==> src/rtl/gpio_sw_debounce.sv <==
// ============================================================================
// Module   : gpio_sw_debounce
// Purpose  : Synchronise, debounce and edge-detect slide switches; sticky
//            per-bit change flags with write-1-to-clear and an OR'd interrupt.
// Revision : 1.0  initial release
// ============================================================================
`default_nettype none

module gpio_sw_debounce #(
    parameter int WIDTH          = 16,
    parameter int CLK_FREQ_HZ    = 50_000_000,
    parameter int SAMPLE_HZ      = 1000,
    parameter int STABLE_SAMPLES = 4
) (
    input  logic             clk,
    input  logic             rst,
    input  logic [WIDTH-1:0] i_sw,
    input  logic [WIDTH-1:0] i_clr,
    output logic [WIDTH-1:0] o_sw,
    output logic [WIDTH-1:0] o_rise,
    output logic [WIDTH-1:0] o_fall,
    output logic [WIDTH-1:0] o_changed,
    output logic             o_irq
);

    localparam int c_TICK_DIV = CLK_FREQ_HZ / SAMPLE_HZ;
    localparam int c_TCW      = (c_TICK_DIV > 1) ? $clog2(c_TICK_DIV) : 1;
    localparam int c_CW       = (STABLE_SAMPLES > 0) ? $clog2(STABLE_SAMPLES + 1) : 1;

    localparam logic [c_TCW-1:0] c_TICK_LAST = c_TCW'(c_TICK_DIV - 1);
    localparam logic [c_CW-1:0]  c_CNT_LAST  = c_CW'(STABLE_SAMPLES - 1);

    logic [WIDTH-1:0]            sync1_q;
    logic [WIDTH-1:0]            sync2_q;
    logic [c_TCW-1:0]            tick_cnt_q, tick_cnt_d;
    logic                        w_tick;
    logic [WIDTH-1:0][c_CW-1:0]  cnt_q, cnt_d;
    logic [WIDTH-1:0]            w_accept;
    logic [WIDTH-1:0]            sw_q, sw_d;
    logic [WIDTH-1:0]            rise_q, rise_d;
    logic [WIDTH-1:0]            fall_q, fall_d;
    logic [WIDTH-1:0]            changed_q, changed_d;

    assign w_tick = (tick_cnt_q == c_TICK_LAST);

    always_comb begin
        tick_cnt_d = w_tick ? '0 : tick_cnt_q + 1'b1;
        cnt_d      = cnt_q;
        w_accept   = '0;
        for (int i = 0; i < WIDTH; i++) begin
            if (w_tick) begin
                // any sample agreeing with the current level restarts the run
                if (sync2_q[i] == sw_q[i]) begin
                    cnt_d[i] = '0;
                end else if (cnt_q[i] == c_CNT_LAST) begin
                    w_accept[i] = 1'b1;
                    cnt_d[i]    = '0;
                end else begin
                    cnt_d[i] = cnt_q[i] + 1'b1;
                end
            end
        end
        sw_d      = sw_q ^ w_accept;
        rise_d    = w_accept & sync2_q;
        fall_d    = w_accept & ~sync2_q;
        // a new event wins over a simultaneous clear
        changed_d = (changed_q & ~i_clr) | w_accept;
    end

    always_ff @(posedge clk) begin
        if (rst) begin
            sync1_q    <= '0;
            sync2_q    <= '0;
            tick_cnt_q <= '0;
            cnt_q      <= '0;
            sw_q       <= '0;
            rise_q     <= '0;
            fall_q     <= '0;
            changed_q  <= '0;
        end else begin
            sync1_q    <= i_sw;
            sync2_q    <= sync1_q;
            tick_cnt_q <= tick_cnt_d;
            cnt_q      <= cnt_d;
            sw_q       <= sw_d;
            rise_q     <= rise_d;
            fall_q     <= fall_d;
            changed_q  <= changed_d;
        end
    end

    assign o_sw      = sw_q;
    assign o_rise    = rise_q;
    assign o_fall    = fall_q;
    assign o_changed = changed_q;
    assign o_irq     = |changed_q;

endmodule

`default_nettype wire

==> config.mk <==
export PLATFORM = sky130hd
export DESIGN_NAME = gpio_sw_debounce
export DESIGN_NICKNAME = d
export VERILOG_FILES = /design/src/rtl/gpio_sw_debounce.sv
export SDC_FILE = /design/constraint.sdc
export NUM_CORES = 1
export LEC_CHECK = 0
export CORE_MARGIN = 2
export CORE_UTILIZATION = 54
export DETAILED_ROUTE_END_ITERATION = 10
export GPL_TIMING_DRIVEN = 0
export PLACE_DENSITY = 0.8
export SYNTH_ARGS = -nofsm -noshare
export SYNTH_HDL_FRONTEND = slang
export SYNTH_SLANG_ARGS = --single-unit
==> constraint.sdc <==
create_clock -name clk -period 4.17 [get_ports clk]
set_input_delay 0.417 -clock clk [delete_from_list [all_inputs] [get_ports clk]]
set_output_delay 0.417 -clock clk [all_outputs]
set_load 0.01 [all_outputs]
==> summary.txt, run 1 <==
Min path
  – WHS Path Cells: 1
  – Hold WC Path Type: register to register
  – Hold Crit Start: sync1_q[4]
  – Worst-case hold path end point: sync2_q[4]

Critical path
  – Reg2Reg Depth: 6
  – Crit Path Class: register to register
  – Worst endpoint required time: 4.49 ns
  – R2R Path Start: tick_cnt_q[0]
  – Worst R2R End: cnt_q[8]
  – Maximum fanout along the worst path: 10
  – Startpoint types: register
  – Slowest-stage cell, CP: nor4_2
  – R2r setup slk: 1.44 ns
  – Critical path capture point type: register
  – Max incr delay on CP: ~0.84 ns
  – Arrival @ worst endpoint: a little over 3 ns
  – Crit path cell chain: ha_1 -> nand3_1 -> nor4_2 -> clkbuf_1 -> o21ai_0 -> and3b_1

Global route
  – GRT overflow: 0
  – M1 GR Usage: roughly 30%
  – Largest net degree at the start of global routing: 17
  – Initial antenna violation count: 0
  – GRT met2 Usage: ~44%
  – GR peak layer: met2
  – Vias in the first global route: slightly above 5k
  – First-pass GRT wire length: between 20000 and 30000 um
  – Tot GR Track Use: around 26%
  – Grt met3 use: just over 6%

Routing
  – Initial DRT Pass Iterations: 5
  – DRT iter0 DRCs: approximately 230
  – DR vias: approximately 5.2k
  – Antenna Nets Post-Route: 0
  – DR vias/cell: ~5.7
  – Drt wl/cell: around 18 um
  – Routed wire length: between 15000 and 20000 um
  – DRC: 0

Cells and area
  – Final Cell Area: approximately 8100 um2
  – Most used cells in the layout excluding fill and tap cells: dfxtp_1, clkdlybuf4s50_1, nand2_1, nor2b_1, a21oi_1
  – P&R area growth vs syn: 26.9%
  – Diode count: 0
  – Final #Nets: about 810
  – Layout cells sized above 1: 10.4%
  – # fillers: 856
  – Most common cell after layout, fill and taps aside: dfxtp_1

Floorplan
  – IO Count: 99
  – Initial Utilization: a little under three fifths
  – Core ar.: roughly 11000 um2
  – Die Area: about 13000 um2
  – Chip height: ~110 um
  – Die width: 113 um
  – Row cnt: 39

Timing
  – Clock Skews: slightly below 0.009 ns
  – Relative slew slack: 44.2%
  – Final setup viols: 0
  – Post-route minimum period: approximately 2.7 ns
  – Setup TNS: 0 ns
  – Final-report max-slew violation count: 0
  – Min Hold Slack: 0.437 ns
  – Final Hold Vio Count: 0
  – Tcrit/Tclk final: 65.5%
  – Max frequency: between 300 and 400 MHz
  – Worst Tran Pin Value: around 0.83 ns
  – RSZ-0062 raised after global routing: false

CTS
  – Clk_lat worst skew: 0.43 ns
  – Sink Count: 160
  – Clk root buf: clkbuf_16
  – CTS buffer count: 17
  – Reg clk slew, reported paths: 0.06 ns
  – CTS hold repair buffers: 0
  – Clk buf depth: 2
  – CTS resizes: 0
  – CTS tree: done
  – Setup Fix Bufs, Post-CTS: 0
  – H-tree levels: 4

Synthesis
  – Synth Flop Type: dfxtp_1
  – Synthesized netlist cell count: about 640
  – Cell area after synthesis: around 6400 um2
  – Yosys reg bits: 160
  – Post-synth EDFFs: 0
  – Avg Inst Size Synth: between 9 and 10 um2
  – FFs w/ async S/R, synth: 0%
  – Seq/Total Area, Yosys: between 50% and 60%
  – Synth cell types: 38
  – Post-Syn Nets: approximately 700
  – Ys Warns: 0

Power
  – Maximum vdd drop: approximately 0.27 mV
  – P_leak: approximately 2.9 nW
  – Power after layout: 3.11 mW
  – PwrDens: around 390 nW/um2

Flow run
  – Max_cap viols: 0

Placed design
  – Placed Area: between 7000 and 8000 um2
  – Hpwl dp: around 11000 um
  – Placer Congestion: around 0.86
  – Input/output buffers: between 90 and 100

Status
  – Status: completed
==> state kept, by name (all words and copies together) (netlist names) <==
signal / count
sync1_q: 16
o_rise: 16
o_sw: 16
tick_cnt_q: 16
sync2_q: 16
o_changed: 16
cnt_q: 48
o_fall: 16
==> metal layers <==
| layer | vias to the layer above | wire length, um |
|---|---|---|
| li1 | 2464 | - |
| met1 | 2519 | 6730 |
| met2 | 188 | 7950 |
| met3 | 40 | 906 |
| met4 | 0 | 504 |
| met5 | - | 0 |
==> power by group <==
part	total (mW)	switching (mW)	internal (mW)
clock	1.46	0.578	0.879
sequential	1.56	0.0130	1.55
combinational	0.0978	0.0504	0.0474
==> stage by stage <==
step / utilization (%) / std cells / setup slack [ns]
5_1_grt: 70.5 / 915 / 1.24
2_1_floorplan: - / 644 / 2.18
4_1_cts: 70.5 / 915 / 1.40
3_5_place_dp: 65.6 / 884 / 1.42
3_3_place_gp: 65.6 / 884 / 1.51
6_report: 70.5 / 915 / 1.44
==> layout make-up <==
| type | instances | area [um2] | share of cell area (%) |
|---|---|---|---|
| multi-input cells | 433 | 2950 | 36.4 |
| flip-flops and latches | 160 | 3200 | 39.6 |
| well taps | 143 | 179 | 2.21 |
| clock inverters | 5 | 25.0 | 0.309 |
| inverters | 21 | 78.8 | 0.975 |
| clock buffers | 26 | 539 | 6.67 |
| repair buffers | 97 | 971 | 12.0 |
| plain buffers | 30 | 145 | 1.79 |
==> cells by family (layout without fill, tap and decap cells) <==
kind of cell    Yosys count  in the layout  share of synthesized area, %
compound gates           96             96                          9.37
xor+xnor                 31             31                          4.26
fa+ha+maj                17             17                          3.34
buf+inv                  51            179                          3.51
flops                   160            160                          50.3
simple gates            289            289                          29.3
==> worst max path at each step <==
| stage | startpoint | endpoint |
|---|---|---|
| 2_1_floorplan | tick_cnt_q[10] | o_fall[10] |
| 3_3_place_gp | tick_cnt_q[0] | cnt_q[14] |
| 3_5_place_dp | tick_cnt_q[0] | cnt_q[17] |
| 4_1_cts | tick_cnt_q[0] | cnt_q[8] |
| 5_1_grt | tick_cnt_q[0] | cnt_q[20] |
| 6_report | tick_cnt_q[0] | cnt_q[8] |
==> synth_stat cells (all sizes together) (4+ instances only) <==
cell type	count	area (um2)
nand2b	20	125
nor4	27	259
xnor2	28	245
buf	12	77.6
o31ai	14	175
or4b	4	43.8
and3b	15	131
ha	17	213
nor4b	17	255
nand2	49	184
clkbuf	18	67.6
nor2	44	165
inv	21	78.8
nand3b	11	82.6
nor2b	48	300
nor3	4	20.0
o21ai	31	155
dfxtp	160	3200
nand3	34	170
nand4	6	37.5
a21oi	48	240
==> critical path: cells and delay by family (launching register included) <==
family                   cells  cell delay [ns]
AO/OA/AOI/OAI                1             0.20
adder cells (fa/ha/maj)      1             0.22
buffers and inverters        1             0.51
flip-flops                   1             0.37
AND/OR/NAND/NOR              3             1.34
Note: power is estimated with default switching activity, not from simulation.
==> run 2: changes to the inputs <==
--- a/config.mk
+++ b/config.mk
@@ -6,10 +6,10 @@
 export NUM_CORES = 1
 export LEC_CHECK = 0
 export CORE_MARGIN = 2
-export CORE_UTILIZATION = 54
+export CORE_UTILIZATION = 53
 export DETAILED_ROUTE_END_ITERATION = 10
 export GPL_TIMING_DRIVEN = 0
-export PLACE_DENSITY = 0.8
+export PLACE_DENSITY = 0.79
 export SYNTH_ARGS = -nofsm -noshare
 export SYNTH_HDL_FRONTEND = slang
 export SYNTH_SLANG_ARGS = --single-unit
==> constraint.sdc (replaced) <==
create_clock -name clk -period 2.54 [get_ports clk]
set_input_delay 0.254 -clock clk [delete_from_list [all_inputs] [get_ports clk]]
set_output_delay 0.254 -clock clk [all_outputs]
set_load 0.01 [all_outputs]
==> summary.txt, run 2 (synthesis results as in run 1) <==
Power
  – Power after layout: ~5.2 mW
  – Seq pwr share: between 40% and 50%
  – P_leak: between 2 and 3 nW
  – Internal power: around 4.1 mW
  – Combinational fraction of design power: under 10%
  – PwrDens: about 640 nW/um2
  – Clock network power share: about half
  – Maximum vdd drop: 0.305 mV
  – Net Sw Power: about 1.1 mW
  – Net Sw Frac: between 20% and 30%

CTS
  – CTS tree: done
  – Clk_lat worst skew: between 0.4 and 0.5 ns
  – H-tree levels: 4
  – Reg clk slew, reported paths: approximately 0.06 ns
  – CTS buffer count: 17
  – Clk root buf: clkbuf_16
  – CTS hold repair buffers: 0
  – Sink Count: 160
  – Clk buf depth: 2

Cells and area
  – Diode count: 0
  – # fillers: between 900 and 1k
  – Layout cells sized above 1: 11.0%
  – Footprint of the multi-input gates: slightly below 3000 um2
  – Non-filler cells, final: between 900 and 1k
  – Most used cells in the layout excluding fill and tap cells: dfxtp_1, clkdlybuf4s50_1, nand2_1, nor2b_1, a21oi_1
  – Register area: between 3000 and 4000 um2
  – Largest reg by FF count: cnt_q
  – Max reg flops: 48
  – Final Cell Area: approximately 8100 um2
  – P&R area growth vs syn: 27.8%
  – Fin util: around 69%
  – Most common cell after layout, fill and taps aside: dfxtp_1
  – Final #Nets: around 800

Global route
  – Tot GR Track Use: around a quarter
  – GRT overflow: 0
  – First-pass GRT wire length: around 26000 um
  – Initial antenna violation count: 0
  – Largest net degree at the start of global routing: 17
  – Vias in the first global route: 5103

Routing
  – DR vias: 5154
  – Routed wire length: 16000 um
  – Antenna Nets Post-Route: 0
  – DR vias/cell: about 5.6
  – DRT iter0 DRCs: approximately 240
  – DRC: 0
  – Initial DRT Pass Iterations: 5
  – Drt wl/cell: ~17 um

Floorplan
  – Die width: 114 um
  – Core ar.: 11900 um2
  – Initial Utilization: ~54%
  – IO Count: 99
  – Die Area: approximately 13000 um2
  – Row cnt: 40
  – Chip height: ~110 um

Placed design
  – DP Worst Slack: -0.197 ns
  – Placed insts: approximately 890
  – Input/output buffers: 97
  – Placer Congestion: approximately 0.84
  – Placed Area: roughly 7500 um2
  – Hpwl dp: 11100 um

Status
  – Status: completed

Timing
  – Tcrit/Tclk final: between 90 and 100%
  – Final Hold Vio Count: 0
  – Setup TNS: 0 ns
  – Final setup viols: 0
  – Final-report max-slew violation count: 0
  – RSZ-0062 raised after global routing: false
  – Min Hold Slack: 0.377 ns
  – Relative slew slack: about 48%
  – Setup WS post-layout: about 0.14 ns
  – Worst Tran Pin Value: just under 0.8 ns
  – Post-route minimum period: approximately 2.4 ns
  – Clock Skews: between 0.007 and 0.008 ns
  – Max frequency: 417 MHz

Critical path
  – Slowest-stage cell, CP: nor4_4
  – Max incr delay on CP: between 0.6 and 0.7 ns
  – Crit Path Class: register to register
  – Crit path cell chain: ha_1 -> nand3_1 -> nor4_4 -> clkbuf_2 -> o21ai_0 -> and3b_1
  – Maximum fanout along the worst path: 10
  – Worst endpoint required time: around 2.9 ns
  – Critical path capture point type: register
  – Startpoint types: register
  – Arrival @ worst endpoint: approximately 2.7 ns

Flow run
  – Max_cap viols: 0

Min path
  – Hold WC Path Type: input port to register
-- run 2: area by class of cell --
type                            instances  area share, %
Clock inverter                         12           1.64
Inverter                               21          0.968
Timing Repair Buffer                   99           12.1
Multi-Input combinational cell        433           36.3
Tap cell                              147           2.26
Sequential cell                       160           39.3
Buffer                                 30           1.81
Clock buffer                           20           5.61
-- run 2: worst paths after layout --
check	from	end	slack (ns)	depth (start not counted)
hold / removal	i_sw[0]	sync1_q[0]	0.38	2
hold reg to reg	sync1_q[5]	sync2_q[5]	0.43	1
setup reg to reg	tick_cnt_q[0]	cnt_q[20]	0.14	6
setup / recovery	tick_cnt_q[0]	cnt_q[20]	0.14	6
-- run 2: power by group through the flow --
stage | Sequential, mW | Combinational (mW) | Clock, mW
global route | 2.56 | 0.174 | 2.67
finish | 2.56 | 0.161 | 2.52
floorplan | 2.61 | 0.0779 | 0
CTS | 2.56 | 0.162 | 2.55
detailed placement | 2.61 | 0.160 | 0
global placement | 2.61 | 0.155 | 0
-- run 2: metal layers --
layer	global-route usage [%]	vias up	routed length, um
met5	0	-	0
met4	9.76	0	420
met3	5.74	34	852
met2	45.2	168	8120
met1	30.5	2472	6640
li1	-	2480	-
-- run 2: what timing repair did --
action | CTS | global route
gates resized for setup | 2 | 2
endpoints found under the setup margin | 10 | 39
pin swaps | 0 | 1
hold endpoints to repair | 0 | 0
setup buffers | 0 | 2
-- run 2: worst max-delay path: cells and delay by family, from the launching register on --
kind	cells	cell delay, ns
AOI/OAI and AO/OA	1	0.17
adders and majority gates	1	0.23
DFF	1	0.37
buffers and inverters	1	0.37
and+or+nand+nor	3	1.15
